$ cat config.mk
export PLATFORM = sky130hd
export DESIGN_NAME = dct2d_row_col_ctrl
export DESIGN_NICKNAME = d
export VERILOG_FILES = /design/src/rtl/dct2d_row_col_ctrl.sv
export SDC_FILE = /design/constraint.sdc
export NUM_CORES = 1
export LEC_CHECK = 0
export ABC_AREA = 1
export ABC_CLOCK_PERIOD_IN_PS = 1700
export BUFFER_PORTS_ARGS = -buffer_cell sky130_fd_sc_hd__buf_2
export CORE_MARGIN = 4
export CORE_UTILIZATION = 31
export DETAILED_ROUTE_END_ITERATION = 7
export PLACE_DENSITY = 0.46
export SLEW_MARGIN = 30
export SYNTH_ARGS = -nofsm -noshare
export SYNTH_HDL_FRONTEND = slang
export SYNTH_SLANG_ARGS = --single-unit
$ cat constraint.sdc
create_clock -name clk -period 1.7 [get_ports clk]
set_input_delay 0.17 -clock clk [delete_from_list [all_inputs] [get_ports clk]]
set_output_delay 0.17 -clock clk [all_outputs]
set_load 0.005 [all_outputs]
$ cat src/rtl/dct2d_row_col_ctrl.sv
// Row/column sequencer that time-shares one 1D 8-point DCT core
// across both passes of an 8x8 2D DCT; drives selects/addresses only.
module dct2d_row_col_ctrl #(
    parameter int DCT_LAT = 1,
    parameter int N       = 8
) (
    input  logic       clk,
    input  logic       rst,
    input  logic       in_valid,
    output logic       in_ready,
    output logic       dct_sel,
    output logic       dct_in_valid,
    output logic       tbuf_we,
    output logic [2:0] tbuf_waddr,
    output logic [2:0] tbuf_raddr,
    output logic       out_valid,
    input  logic       out_ready,
    output logic [2:0] out_idx,
    output logic       out_last,
    output logic       busy
);

    localparam logic [2:0] LAST = 3'(N - 1);

    typedef enum logic [2:0] {
        IDLE,
        ROW,
        ROW_DRAIN,
        COL_ISSUE,
        COL_WAIT
    } state_t;

    state_t state;

    logic [2:0] row_cnt;
    logic [2:0] col_cnt;
    logic [3:0] wait_cnt;
    logic       accept;

    logic [DCT_LAT-1:0] dl_vld;
    logic [2:0]         dl_idx [DCT_LAT];

    assign in_ready     = (state == IDLE) || (state == ROW);
    assign accept       = in_valid && in_ready;
    assign dct_sel      = (state == COL_ISSUE) || (state == COL_WAIT);
    assign dct_in_valid = accept || (state == COL_ISSUE);
    assign tbuf_we      = dl_vld[DCT_LAT-1];
    assign tbuf_waddr   = dl_idx[DCT_LAT-1];
    assign tbuf_raddr   = col_cnt;
    assign out_valid    = (state == COL_WAIT) && (wait_cnt == 4'd0);
    assign out_idx      = col_cnt;
    assign out_last     = out_valid && (col_cnt == LAST);
    assign busy         = (state != IDLE);

    // Row index travels alongside the core pipeline so each result lands
    // in the buffer row it came from, gaps included.
    always_ff @(posedge clk) begin
        if (rst) begin
            dl_vld <= '0;
            for (int i = 0; i < DCT_LAT; i++) begin
                dl_idx[i] <= '0;
            end
        end else begin
            dl_vld[0] <= accept;
            dl_idx[0] <= row_cnt;
            for (int i = 1; i < DCT_LAT; i++) begin
                dl_vld[i] <= dl_vld[i-1];
                dl_idx[i] <= dl_idx[i-1];
            end
        end
    end

    always_ff @(posedge clk) begin
        if (rst) begin
            state    <= IDLE;
            row_cnt  <= '0;
            col_cnt  <= '0;
            wait_cnt <= '0;
        end else begin
            unique case (state)
                IDLE, ROW: begin
                    if (accept) begin
                        if (row_cnt == LAST) begin
                            row_cnt <= '0;
                            state   <= ROW_DRAIN;
                        end else begin
                            row_cnt <= row_cnt + 3'd1;
                            state   <= ROW;
                        end
                    end
                end
                ROW_DRAIN: begin
                    if (tbuf_we && (tbuf_waddr == LAST)) begin
                        state <= COL_ISSUE;
                    end
                end
                COL_ISSUE: begin
                    wait_cnt <= 4'(DCT_LAT - 1);
                    state    <= COL_WAIT;
                end
                COL_WAIT: begin
                    // One column in flight: the core output must hold until taken.
                    if (wait_cnt != 4'd0) begin
                        wait_cnt <= wait_cnt - 4'd1;
                    end else if (out_ready) begin
                        if (col_cnt == LAST) begin
                            col_cnt <= '0;
                            state   <= IDLE;
                        end else begin
                            col_cnt <= col_cnt + 3'd1;
                            state   <= COL_ISSUE;
                        end
                    end
                end
                default: state <= IDLE;
            endcase
        end
    end

endmodule
==> reports/summary.txt, run 1 <==
R2R cell count: 9
final worst path period share: 0.915
IO Pins: 20
share of cells above drive strength 1: 0.240
Clock Latency Late Sink: 290 ps
syn_nets: 143
Inst Count DP: 181
synthesized flop and latch total: 17
CP Max Fanout: 5
TritonCTS clock tree: done
min-delay src: rst
grt ovf: 0
Post-Route WL: 1.93 mm
most frequent CP cell: ha_1
DR DRC count: 0
run status: completed
f_max: 643 MHz
first-pass GRT wire length: 3.45 mm
Worst Path Arrival: 1390 ps
RSZ-0062 raised after global routing: false
largest net degree at the start of global routing: 11
Final min period: 1560 ps
Initial DRC Count: 31
EDFF count, synth: 0
Final GP Congestion: 0.820
Post-CTS Resized: 0
CTS max path bufs: 2
die area: 3920 sq um
Core Rows: 19
cell area after synthesis: 923 sq um
Tot GR Track Use: 0.111
worst setup margin: 144 ps
CP Cell Sequence: ha_1, ha_1, nor3b_2, buf_2
Fin. Hold Viols: 0
PortBufs: 19
fraction of registers with async set/reset: 0
vias in the first global route: 807
Die Wd: 62.6 um
CP max-delay cell: dfxtp_1
Worst R2R End: state[0]$_SDFFE_PP0P_
Clock Tree Root: clkbuf_4
Post-CTS Setup Bufs: 0
CORE AREA: 2810 sq um
sequential share of the synthesized area: 0.369
cell leakage power: 0.588 nW
DR pass1 iterations: 4
Worst Hold Depth: 2
Place WS: 336 ps
CTS Buf Count: 3
Hold Crit Class: input port to flip-flop
Unique masters post-synth: 20
category of the most critical setup path: flip-flop to output port
clock slew at reported path FFs: 100 ps
vias: 819
FF-to-FF setup slack: 370 ps
Die Y: 62.6 um
WL/cell: 10.4 um
Clock Skew: 0.697 ps
# Max-Cap Violations: 0
crit end category: output port
Crit path required time: 1530 ps
initial core utilization: 0.329
Routed Antenna Nets: 0
HPWL Detailed: 1.56 mm
Rel. slew slack: 0.795
max incr delay on CP: 410 ps
cts hold-fix bufs: 0
synthesized area per cell: 6.89 sq um
Nets: 164
worst r2r src: wait_cnt[0]$_SDFFE_PP0P_
setup TNS: 0 ps
Num Clock Sinks: 17
Final Max Tran Viols: 0
worst vdd ir: 0.000448 V
CTS H-tree lvls: 1
initial antenna violation count: 0
Least-Margin Pin Slew: 307 ps
yosys warns: 0
final setup violating endpoints: 0
# diodes: 0
synthesis-to-finish area growth: 15.9%
final std cells w/o fill: 185
startpoint class of the critical path: flip-flop
Power per Cell Area: 1720 nW/um^2
Via density: 4.43
Min-Delay Endpoint: dl_idx[0][2]$_SDFF_PP0_
Post-Syn Instances: 134
Main synth FF type: dfxtp_1
==> power by group <==
group          internal, mW  switching (mW)
clock                0.0874           0.135
sequential            0.529           0.123
combinational         0.376           0.587
==> registers in the layout (all words and copies together) (netlist names) <==
signal	flops
dl_idx	3
out_idx	3
row_cnt	3
state	3
tbuf_we	1
wait_cnt	4
==> how the worst max path moves through the flow <==
| stage | from | endpoint | cells after the start |
|---|---|---|---|
| global placement | wait_cnt[0]$_SDFFE_PP0P_ | wait_cnt[2]$_SDFFE_PP0P_ | 8 |
| floorplan | wait_cnt[0]$_SDFFE_PP0P_ | wait_cnt[0]$_SDFFE_PP0P_ | 8 |
| detailed placement | wait_cnt[0]$_SDFFE_PP0P_ | wait_cnt[0]$_SDFFE_PP0P_ | 8 |
| global route | wait_cnt[0]$_SDFFE_PP0P_ | out_last | 5 |
| finish | out_idx[0]$_SDFFE_PP0P_ | out_last | 4 |
| CTS | wait_cnt[0]$_SDFFE_PP0P_ | out_last | 5 |
==> stage by stage <==
stage	util	total power [mW]	hold WS, ps	instance area (sq um)
after floorplan	-	1.37	253	923
final	0.381	1.84	125	1070
after global routing	0.381	2.07	122	1070
after global placement	0.369	1.61	436	1030
after CTS	0.379	1.86	118	1060
after detailed placement	0.369	1.62	443	1030
==> routing by layer <==
metal / share of wire / global-route usage / up-vias
li1: - / - / 448
met1: 0.48 / 0.144 / 356
met2: 0.46 / 0.170 / 13
met3: 0.045 / 0.0306 / 2
met4: 0.0093 / 0.0496 / 0
met5: 0 / 0 / -
==> layout by cell type (no fill, tap or decap), types with 3 or more instances in the layout <==
cell type	synthesis	layout
ha_1	5	5
clkbuf_4	0	3
nor2_4	3	3
o21ai_0	3	3
nand2_2	2	3
dfxtp_1	17	17
a21oi_1	3	3
inv_1	19	19
nand2_4	3	3
nor2_1	35	35
nand3_1	8	8
nand2_1	22	21
buf_2	0	19
==> critical path, delay by kind of cell (launching register included) <==
family,cells,cell delay [ps]
DFF,1,410
adders and majority gates,2,380
and+or+nand+nor,1,170
buffers and inverters,1,130
==> cell families after synthesis <==
family | count (synthesis) | synth area share
fa+ha+maj | 5 | 0.0678
simple gates | 76 | 0.386
flops | 17 | 0.369
compound gates | 10 | 0.0569
buf+inv | 26 | 0.121
==> synthesized netlist by cell type (all sizes together) (2+ instances only) <==
cell / instances / area share
nor2: 38 / 0.18
ha: 5 / 0.068
nand2: 27 / 0.14
o22ai: 2 / 0.014
a21oi: 3 / 0.016
buf: 3 / 0.024
inv: 22 / 0.092
o21ai: 5 / 0.027
dfxtp: 17 / 0.37
nor3: 2 / 0.016
nand3: 8 / 0.043
==> final cells by class <==
type,count,area (sq um)
clock buffer,3,22.5
tap,31,38.8
timing repair buffer,19,95.1
sequential,17,340
inverter,23,88.8
clock inverter,1,5.00
fill,323,1740
multi-input combinational,91,479
(Power assumes the default switching activity.)
==> run 2: changes to the inputs <==
Settings changed: ABC_CLOCK_PERIOD_IN_PS 1700 to 1400, PLACE_DENSITY 0.46 to 0.48.
Clock period 1.7 ns to 1.4 ns, I/O delays scaled along.
==> reports/summary.txt, run 2 (synthesized netlist as in run 1, its figures left out) <==
first-pass GRT wire length: 3.54 mm
Tot GR Track Use: 0.113
TritonCTS clock tree: done
Rel. slew slack: 0.814
IO Pins: 20
RSZ-0062 raised after global routing: true
initial core utilization: 0.329
CTS H-tree lvls: 1
initial antenna violation count: 0
WL/cell: 10.6 um
Largest register FFs: 4
Die Wd: 62.6 um
DR pass1 iterations: 4
Initial DRC Count: 15
HPWL Detailed: 1.57 mm
Post-Route WL: 2.05 mm
Num Clock Sinks: 17
CTS max path bufs: 2
Final GP Congestion: 0.754
Clock Skew: 2.34 ps
max incr delay on CP: 340 ps
Core Rows: 19
post-layout instance area: 1230 sq um
DR DRC count: 0
final worst path period share: 0.972
share of cells above drive strength 1: 0.399
Hold Slack: 105 ps
setup TNS: 0 ps
Clock Latency Late Sink: 290 ps
# diodes: 0
Nets: 173
crit end category: output port
synthesis-to-finish area growth: 33.1%
Fill cells: 302
cell leakage power: 0.646 nW
cts hold-fix bufs: 0
CP max-delay cell: dfxtp_2
most frequent cells in the layout: 32 x nor2_1, 19 x nand2_1, 19 x buf_2
Clock Tree Root: clkbuf_4
CP Cell Sequence: inv_2, ha_4, nand2_4, nor3b_2, buf_2
Via density: 4.42
f_max: 734 MHz
CP Buf/Inv Count: 2
Worst Path Arrival: 1220 ps
Crit path required time: 1260 ps
Fin. Hold Viols: 0
Hold Crit Class: input port to flip-flop
die area: 3920 sq um
Final Max Tran Viols: 0
CP Max Fanout: 3
CTS Buf Count: 3
commonest non-fill, non-tap cell in the layout: nor2_1
startpoint class of the critical path: flip-flop
Largest Register: wait_cnt
grt ovf: 0
final setup violating endpoints: 0
Least-Margin Pin Slew: 279 ps
# Max-Cap Violations: 0
Routed Antenna Nets: 0
clock slew at reported path FFs: 100 ps
run status: completed
vias: 857
largest net degree at the start of global routing: 11
Die Y: 62.6 um
worst vdd ir: 0.000667 V
category of the most critical setup path: flip-flop to output port
CORE AREA: 2810 sq um
vias in the first global route: 830
PortBufs: 19
Largest delay share family, worst path: flip-flops
Final min period: 1360 ps
Final Util: 0.438
DP Area: 1030 sq um
Power per Cell Area: 2100 nW/um^2
-- run 2: changes by cell type in the layout (fill, tap and decap cells not counted), moves of 3 or more --
cell / previous run / this run
ha_4: 0 / 3
inv_1: 19 / 15
ha_1: 5 / 2
nor2_1: 35 / 32
inv_2: 2 / 5
dfxtp_1: 17 / 10
buf_4: 0 / 8
dfxtp_2: 0 / 5
-- run 2: area by class of cell --
class / instances / area (sq um) / share of cell area
multi-input combinational: 91 / 551 / 0.448
sequential: 17 / 354 / 0.288
timing repair buffer: 28 / 166 / 0.135
inverter: 23 / 91.3 / 0.0743
tap: 31 / 38.8 / 0.0316
clock buffer: 3 / 22.5 / 0.0183
clock inverter: 1 / 5.00 / 0.00407
-- run 2: final timing paths --
| path | start | end | slack, ps | cells after the start |
|---|---|---|---|---|
| min reg2reg | row_cnt[1]$_SDFFE_PP0P_ | dl_idx[0][1]$_SDFF_PP0_ | 460 | 2 |
| max | wait_cnt[0]$_SDFFE_PP0P_ | out_last | 40 | 5 |
| max reg2reg | state[1]$_SDFFE_PP0P_ | wait_cnt[0]$_SDFFE_PP0P_ | 140 | 9 |
| min | rst | dl_idx[0][2]$_SDFF_PP0_ | 110 | 2 |
-- run 2: report_power, final --
part           switching [mW]  leakage [nW]  total [mW]  internal [mW]
logic                   0.796         0.485        1.45          0.651
clock network           0.160        0.0177       0.266          0.106
registers               0.191         0.143       0.862          0.670
-- run 2: per-stage QoR --
| stage | setup WS (ps) | power, mW | instances |
|---|---|---|---|
| after floorplan | 146 | 1.66 | 134 |
| after global placement | 87.9 | 1.95 | 181 |
| after detailed placement | 30.2 | 1.97 | 181 |
| after CTS | -1.50 | 2.46 | 191 |
| after global routing | -32.2 | 2.84 | 194 |
| final | 38.5 | 2.57 | 194 |
-- run 2: worst register-to-register path, stage by stage, from the launching register on --
cell and delay [ps]:
dfxtp_4 390, nor2_4 110, nand2_4 90, buf_6 140
inv_4 60, nand2_4 60, nand2_4 100, inv_2 40
a21oi_1 120, nor2_1 50
-- run 2: what timing repair did --
item,in CTS,in global routing
buffers inserted,6,3
pin swaps,2,5
setup endpoints to repair,4,7
endpoints found under the hold margin,0,0
resized for setup,21,11
-- run 2: routing by layer --
layer	wire, um	track usage
met3	81	0.0252
met2	986	0.193
met5	0	0
met4	20	0.0579
met1	962	0.133
==> run 3: changes to the inputs <==
==> constraint.sdc (replaced) <==
create_clock -name clk -period 1.4 [get_ports clk]
set_input_delay 0.28 -clock clk [delete_from_list [all_inputs] [get_ports clk]]
set_output_delay 0.28 -clock clk [all_outputs]
set_load 0.005 [all_outputs]
==> reports/summary.txt, run 3 (synthesized netlist as in run 1, its figures left out) <==
worst vdd ir: 0.000732 V
Final Max Tran Viols: 0
Hold Crit Class: input port to flip-flop
RSZ-0062 raised after global routing: true
category of the most critical setup path: flip-flop to output port
power share of the clock group: 0.091
initial antenna violation count: 0
Int Power: 1.70 mW
violated checks: setup timing
Net Sw Frac: 0.419
Min-Delay Endpoint: dl_idx[0][0]$_SDFF_PP0_
FF-to-FF setup slack: 30 ps
Initial DRC Count: 11
share of cells above drive strength 1: 0.469
Num Clock Sinks: 17
R2R cell count: 10
Via density: 4.44
first-pass GRT wire length: 3.73 mm
f_max: 669 MHz
PortBufs: 19
crit end category: output port
Clock Skew: 1.12 ps
Final GP Congestion: 0.758
Largest register FFs: 4
Core Rows: 19
Largest delay share family, worst path: flip-flops
Clock Tree Root: clkbuf_4
Die Y: 62.6 um
startpoint class of the critical path: flip-flop
worst setup margin: -95.0 ps
Post-Route WL: 2.16 mm
CTS max path bufs: 2
clock slew at reported path FFs: 100 ps
commonest non-fill, non-tap cell in the layout: nor2_1
most frequent cells in the layout: 30 x nor2_1, 20 x buf_4, 18 x buf_2
Tot GR Track Use: 0.121
CP Cell Sequence: ha_4, ha_4, nor3b_2, buf_2
Die Wd: 62.6 um
Fin. Hold Viols: 0
Final min period: 1490 ps
initial core utilization: 0.329
# Max-Cap Violations: 0
Worst R2R End: wait_cnt[0]$_SDFFE_PP0P_
Least-Margin Pin Slew: 253 ps
switching power: 1.23 mW
CTS Buf Count: 3
min-delay src: rst
Routed Antenna Nets: 0
final std cells w/o fill: 208
die area: 3920 sq um
Final Util: 0.487
# diodes: 0
Rel. slew slack: 0.831
max incr delay on CP: 350 ps
cell leakage power: 0.724 nW
Logic pwr share: 0.618
TritonCTS clock tree: done
DR DRC count: 0
CORE AREA: 2810 sq um
largest net degree at the start of global routing: 11
vias in the first global route: 915
CP max-delay cell: dfxtp_2
Worst Path Arrival: 1210 ps
final worst path period share: 1.07
WL/cell: 10.4 um
most frequent CP cell: ha_4
Place WS: -9.01 ps
worst r2r src: state[1]$_SDFFE_PP0P_
Clock Latency Late Sink: 300 ps
synthesis-to-finish area growth: 48.0%
Inst Count DP: 184
run status: finished with violations
DR pass1 iterations: 4
CTS H-tree lvls: 1
HPWL Detailed: 1.61 mm
IO Pins: 20
final setup violating endpoints: 6
Crit path required time: 1120 ps
Worst Hold Depth: 2
Nets: 187
Largest Register: wait_cnt
Reg power frac: 0.291
CP Max Fanout: 2
vias: 924
Power per Cell Area: 2150 nW/um^2
grt ovf: 0
CP Buf/Inv Count: 1
-- run 3: worst max path at each step --
stage | from | end | cells past startpoint
3_3_place_gp | out_idx[0]$_SDFFE_PP0P_ | out_last | 4
5_1_grt | wait_cnt[0]$_SDFFE_PP0P_ | out_last | 5
4_1_cts | out_idx[0]$_SDFFE_PP0P_ | out_last | 4
3_5_place_dp | out_idx[0]$_SDFFE_PP0P_ | out_last | 4
2_1_floorplan | wait_cnt[0]$_SDFFE_PP0P_ | wait_cnt[0]$_SDFFE_PP0P_ | 8
6_report | out_idx[1]$_SDFFE_PP0P_ | out_last | 4
-- run 3: what timing repair did --
item	in CTS	in global routing
setup endpoints to repair	4	11
hold buffers	0	0
gates resized for setup	29	12
pin swaps	6	11
setup buffers	15	6
gates cloned	0	0
-- run 3: final cells by class --
type                    count  area [sq um]
repair buffers             42           285
flip-flops and latches     17           358
fillers                   293          1440
well taps                  31          38.8
inverters                  23          91.3
multi-input cells          91           566
clock inverters             1          5.00
clock buffers               3          22.5
-- run 3: power groups by stage --
stage	registers (mW)	logic, mW	clock network [mW]
2_1_floorplan	0.780	0.884	0
3_3_place_gp	0.783	1.22	0
3_5_place_dp	0.789	1.22	0
4_1_cts	0.831	1.62	0.287
5_1_grt	0.881	2.04	0.308
6_report	0.853	1.81	0.268
-- run 3: metrics by stage --
stage	total power [mW]	area (sq um)	TNS, ps	hold slack (ps)
2_1_floorplan	1.66	923	0	363
3_3_place_gp	2.00	1060	0	444
3_5_place_dp	2.01	1060	-9.01	455
4_1_cts	2.74	1290	-454	220
5_1_grt	3.22	1370	-793	218
6_report	2.93	1370	-303	235
-- run 3: per-layer routing --
metal | vias to the layer above | global-route usage | routed length [um]
li1 | 495 | - | -
met1 | 399 | 0.128 | 939
met2 | 25 | 0.218 | 1050
met3 | 5 | 0.0306 | 118
met4 | 0 | 0.0661 | 48
met5 | - | 0 | 0
